<file path="config.mk">
export PLATFORM = sky130hd
export DESIGN_NAME = regfile_writeback_ctrl
export DESIGN_NICKNAME = d
export VERILOG_FILES = /design/src/rtl/regfile_writeback_ctrl.sv
export SDC_FILE = /design/constraint.sdc
export NUM_CORES = 1
export LEC_CHECK = 0
export ABC_AREA = 1
export BUFFER_PORTS_ARGS = -buffer_cell sky130_fd_sc_hd__buf_2
export CAP_MARGIN = 20
export CELL_PAD_IN_SITES_DETAIL_PLACEMENT = 1
export CELL_PAD_IN_SITES_GLOBAL_PLACEMENT = 1
export CORE_ASPECT_RATIO = 0.75
export CORE_MARGIN = 1.5
export CORE_UTILIZATION = 41
export CTS_BUF_LIST = sky130_fd_sc_hd__clkbuf_8 sky130_fd_sc_hd__clkbuf_16
export CTS_CLUSTER_SIZE = 8
export DETAILED_ROUTE_END_ITERATION = 8
export MAX_ROUTING_LAYER = met4
export PLACE_DENSITY = 0.85
export SYNTH_ARGS = -nofsm -noshare
export SYNTH_HDL_FRONTEND = slang
export SYNTH_SLANG_ARGS = --single-unit
</file>
<file path="constraint.sdc">
create_clock -name clk -period 3.1 [get_ports clk]
set_input_delay 0.155 -clock clk [delete_from_list [all_inputs] [get_ports clk]]
set_output_delay 0.155 -clock clk [all_outputs]
set_load 0.005 [all_outputs]
</file>
<file path="src/rtl/regfile_writeback_ctrl.sv">
// Write-side master for the 8x16 register file: merges ALU and load results into
// one in-order queue, drains one entry per cycle and forwards pending data to R/S.
module regfile_writeback_ctrl #(
  parameter int DW    = 16,
  parameter int AW    = 3,
  parameter int DEPTH = 4
) (
  input  logic          clk,
  input  logic          reset,
  input  logic          alu_valid,
  input  logic [AW-1:0] alu_adr,
  input  logic [DW-1:0] alu_data,
  output logic          alu_ready,
  input  logic          mem_valid,
  input  logic [AW-1:0] mem_adr,
  input  logic [DW-1:0] mem_data,
  output logic          mem_ready,
  output logic [AW-1:0] W_Adr,
  output logic          we,
  output logic [DW-1:0] W,
  input  logic [AW-1:0] R_Adr,
  input  logic [AW-1:0] S_Adr,
  input  logic [DW-1:0] R_in,
  input  logic [DW-1:0] S_in,
  output logic [DW-1:0] R_fwd,
  output logic [DW-1:0] S_fwd,
  output logic          idle
);

  localparam int PW = $clog2(DEPTH);
  localparam logic [PW:0] FULL    = (PW+1)'(DEPTH);
  localparam logic [PW:0] FULL_M1 = (PW+1)'(DEPTH - 1);
  localparam logic [PW:0] FULL_M2 = (PW+1)'(DEPTH - 2);

  logic [AW-1:0] q_adr  [DEPTH];
  logic [DW-1:0] q_data [DEPTH];
  logic [PW-1:0] wr_ptr, rd_ptr, alu_slot;
  logic [PW:0]   count, n_push;
  logic          mem_push, alu_push, pop;

  // Ready uses the registered count only; the ALU needs two free slots when
  // the load path may take the last one, since the load is pushed first.
  assign mem_ready = (count < FULL);
  assign alu_ready = (count <= FULL_M2) || ((count == FULL_M1) && !mem_valid);
  assign mem_push  = mem_valid && mem_ready;
  assign alu_push  = alu_valid && alu_ready;
  assign pop       = (count != '0);
  assign alu_slot  = wr_ptr + PW'(mem_push);
  assign n_push    = (PW+1)'(mem_push) + (PW+1)'(alu_push);
  assign idle      = (count == '0) && !we;

  // Queue storage carries data only and is never reset.
  always_ff @(posedge clk) begin
    if (mem_push) begin
      q_adr[wr_ptr]  <= mem_adr;
      q_data[wr_ptr] <= mem_data;
    end
    if (alu_push) begin
      q_adr[alu_slot]  <= alu_adr;
      q_data[alu_slot] <= alu_data;
    end
  end

  // Queue pointers/count and the registered write-port stage.
  always_ff @(posedge clk or negedge reset) begin
    if (!reset) begin
      wr_ptr <= '0;
      rd_ptr <= '0;
      count  <= '0;
      we     <= 1'b0;
      W_Adr  <= '0;
      W      <= '0;
    end else begin
      wr_ptr <= wr_ptr + PW'(n_push);
      count  <= count + n_push - (PW+1)'(pop);
      if (pop) begin
        W_Adr  <= q_adr[rd_ptr];
        W      <= q_data[rd_ptr];
        we     <= 1'b1;
        rd_ptr <= rd_ptr + PW'(1);
      end else begin
        we <= 1'b0;
      end
    end
  end

  // Oldest-to-youngest scan, so the youngest matching entry overrides.
  function automatic logic [DW-1:0] fwd_operand(input logic [AW-1:0] adr,
                                                input logic [DW-1:0] rf_val);
    logic [DW-1:0] val;
    logic [PW-1:0] idx;
    val = rf_val;
    idx = rd_ptr;
    if (we && (W_Adr == adr)) val = W;
    for (int i = 0; i < DEPTH; i++) begin
      idx = rd_ptr + PW'(i);
      if (((PW+1)'(i) < count) && (q_adr[idx] == adr)) val = q_data[idx];
    end
    return val;
  endfunction

  always_comb begin
    R_fwd = fwd_operand(R_Adr, R_in);
    S_fwd = fwd_operand(S_Adr, S_in);
  end

endmodule

</file>
==> flow_metrics.py <==
metrics = {
    "sta": {
        "fmax_mhz": 334.7,
        "tightest_slew_ps": 822.4,
        "maxSlewHeadroom_pct": 44.60,
        "rsz0062_at_grt": "false",
        "finalHoldViolations": 0,
        "slew_viol_final": 0,
        "tns_ps": 0,
        "finalSetupViolations": 0,
        "skew_ps": 8.436,
        "post-route-min-period_ps": 2987,
        "period_share_pct": 96.37,
    },
    "die": {
        "num_rows": 47,
        "ios": 135,
        "design.core.area_mm2": 0.02211,
        "initial_core_util_pct": 41.87,
        "fp.dieH_um": 133.1,
        "die-area_mm2": 0.02350,
        "die_w_um": 176.5,
    },
    "critical_path": {
        "critPathRequiredTime_ps": 2940,
        "cp_max_fo": 41,
        "crit_slowest_cell": "dfrtp_2",
        "criticalPathCategory": "register to output pin",
        "reg2reg_depth": 14,
        "critPathLaunchType": "register",
        "rrSetupSlack_ps": 390,
        "crit_path_end_kind": "output pin",
        "cp_data_arrival_time_ps": 2830,
        "cp_cell_sequence": "buf_16 -> nand2_1 -> nand2_1 -> nand2_1 -> nand3_1 -> nand2_1 -> nor2_4 -> buf_12 -> nand3_1 -> nand2_1 -> inv_1 -> nand2_1 -> nand2_1 -> nand2_1 -> buf_2",
        "timing.critical_path.mode_cell": "nand2_1",
        "cp_slowest_stage_delay_ps": 500,
        "r2r_start": "count[2]",
        "reg2reg_to": "count[2]",
        "startpoint": "rd_ptr[0]",
    },
    "layout": {
        "area.growth.synth_to_final_pct": 13.43,
        "post-route-util_pct": 47.50,
        "fill_cells": 3067,
        "multiInputGateArea_mm2": 0.005192,
        "seqCellArea_mm2": 0.002960,
        "nets": 1683,
        "antenna_cells": 0,
        "layout-drive-gt1-share_pct": 14.37,
    },
    "yosys": {
        "yosysMostFrequentCell": "nand2_1",
        "ys.flop_type": "edfxtp_1",
        "synth_cell_types": 31,
        "synth.ff_latch_count": 103,
        "synth_top_area_share_pct": 28.30,
        "netlist_top_cells_count": "nand2_1 (698), nand3_1 (185), o21ai_0 (169)",
        "async_flop_share_pct": 26.21,
        "yosysWarnings": 0,
        "synthTopCellsByArea": "nand2_1 (28%), edfxtp_1 (25%), nand3_1 (10%)",
        "syn_area_mm2": 0.009259,
        "ys_seq_area_share_pct": 31.95,
        "syn-num-nets": 1585,
        "synth_top_area_cell": "nand2_1",
        "synth.avg_cell_area_um2": 6.181,
        "synthesis.instances": 1498,
        "synth_edf_count": 76,
    },
    "detailed_routing": {
        "drc_errors": 0,
        "drtPass1Iterations": 5,
        "wl_per_cell_um": 18.28,
        "dr.first_iter.drc_count": 770,
        "drt-vias-per-instance": 5.369,
        "routed-via-count": 10170,
        "ant_nets": 0,
        "drt-total-wl_um": 34650,
    },
    "global_routing": {
        "track_usage_pct": 29.81,
        "grt_max_degree": 83,
        "antenna_found_initial": 0,
        "grt_overflow": 0,
        "grt_pass1_vias": 9629,
        "grt_pass1_wl_um": 53260,
    },
    "min_path": {
        "whs_path_depth": 3,
        "min_path_type": "primary input to register",
        "hold_end": "q_data[0][7]",
        "min_from": "mem_data[7]",
    },
    "clock_network": {
        "cts_made_buffers": 9,
        "clk-insertion-delay-late_ps": 370,
        "path_clk_slew_ps": 80,
        "cts_tree": "built",
        "clock_path_buffers": 2,
        "htreeDepth": 3,
        "cts-root-buf": "clkbuf_16",
        "cts_sinks": 103,
    },
    "power": {
        "power_density_mw_per_mm2": 1324,
        "leakage_nw": 5.694,
        "peakVddDrop_v": 0.0005791,
    },
    "run_status": {
        "outcome": "finished, final reports clean",
    },
    "placed_design": {
        "gp_congestion": 0.9284,
        "dp_hpwl_um": 26460,
        "portBuffers": 134,
    },
    "flow_run": {
        "maxCapViolCount": 0,
    },
}
[layout make-up]
type	instances	share of cell area (%)
inverters	168	6.100
flip-flops and latches	103	28.19
clock buffers	9	2.144
well taps	294	3.502
clock inverters	7	0.8816
repair buffers	169	9.745
multi-input cells	1145	49.44
[timing repair]
action,CTS,global route
resized for setup,1,7
hold buffers,1,0
pin swaps,3,5
cloned,0,1
hold endpoints to repair,27,0
setup endpoints to repair,32,32
setup buffers,3,9
[per-stage QoR]
step	worst slack [ps]	hold WS (ps)	cell area (µm²)	std cells	power, mW
3_3_place_gp	400.6	227.8	9978	1865	11.57
4_1_cts	9.682	112.1	10330	1885	13.34
3_5_place_dp	294.7	233.4	9978	1865	11.97
6_report	112.6	117.2	10500	1895	13.90
2_1_floorplan	541.9	-140.6	9259	1498	8.945
5_1_grt	8.841	133.0	10500	1895	15.04
[layer usage]
layer	track usage [%]	part of all wire (%)	routed length, µm	up-vias
met5	-	0	0	-
met4	5.179	0.97	335	0
met3	4.680	6.5	2240	35
met2	42.18	42	14610	348
met1	44.90	50	17460	4870
li1	-	-	-	4921
[critical path: cells and delay by family (launching register included)]
family,cells,cell delay (ps)
buf+inv,4,640
simple gates,11,1310
flops,1,500
[cells by family (layout without fill, tap and decap cells)]
logic type / Yosys count / in the layout / share of synthesized area, %
DFF: 103 / 103 / 31.95
AOI/OAI and AO/OA: 178 / 178 / 9.811
adders and majority gates: 7 / 7 / 1.027
and+or+nand+nor: 932 / 932 / 42.19
xor gates and xnor gates: 12 / 12 / 1.135
buffers and inverters: 250 / 353 / 12.16
muxes: 16 / 16 / 1.730
[state kept, by name, summed over array words and instances (netlist names)]
signal,count
count,3
we,1
wr_ptr,2
q_data,64
q_adr,12
W_Adr,3
W,16
rd_ptr,2
[placed cells by master (no fill, tap or decap), drive strengths merged]
cell,netlist,layout
nand2,713,713
nand3,187,187
o21ai,173,173
inv,162,167
buf,55,167
edfxtp,76,76
nor2,32,32
dfrtp,27,27
mux2i,16,16
xor2,10,10
clkbuf,27,10
clkinv,6,7
ha,6,6
a21oi,4,4
xnor2,2,2
o31ai,1,1
fa,1,1
bufinv,0,1
dlygate4sd3,0,1
[power breakdown]
group / internal, mW / leakage, nW / switching (mW) / total, mW
clock network: 0.656 / 0.158 / 0.617 / 1.27
logic: 3.16 / 4.53 / 6.91 / 10.1
registers: 2.12 / 1.01 / 0.444 / 2.56
total: 5.94 / 5.69 / 7.97 / 13.9
[worst max path at each step]
stage / endpoint / slack [ps] / cells past startpoint
after floorplan: q_adr[0][0] / 540 / 7
after global routing: R_fwd[0] / 9 / 13
final: R_fwd[14] / 110 / 15
after detailed placement: R_fwd[12] / 290 / 14
after global placement: R_fwd[12] / 400 / 14
after CTS: R_fwd[14] / 10 / 13
Note: power is estimated with default switching activity, not from simulation.
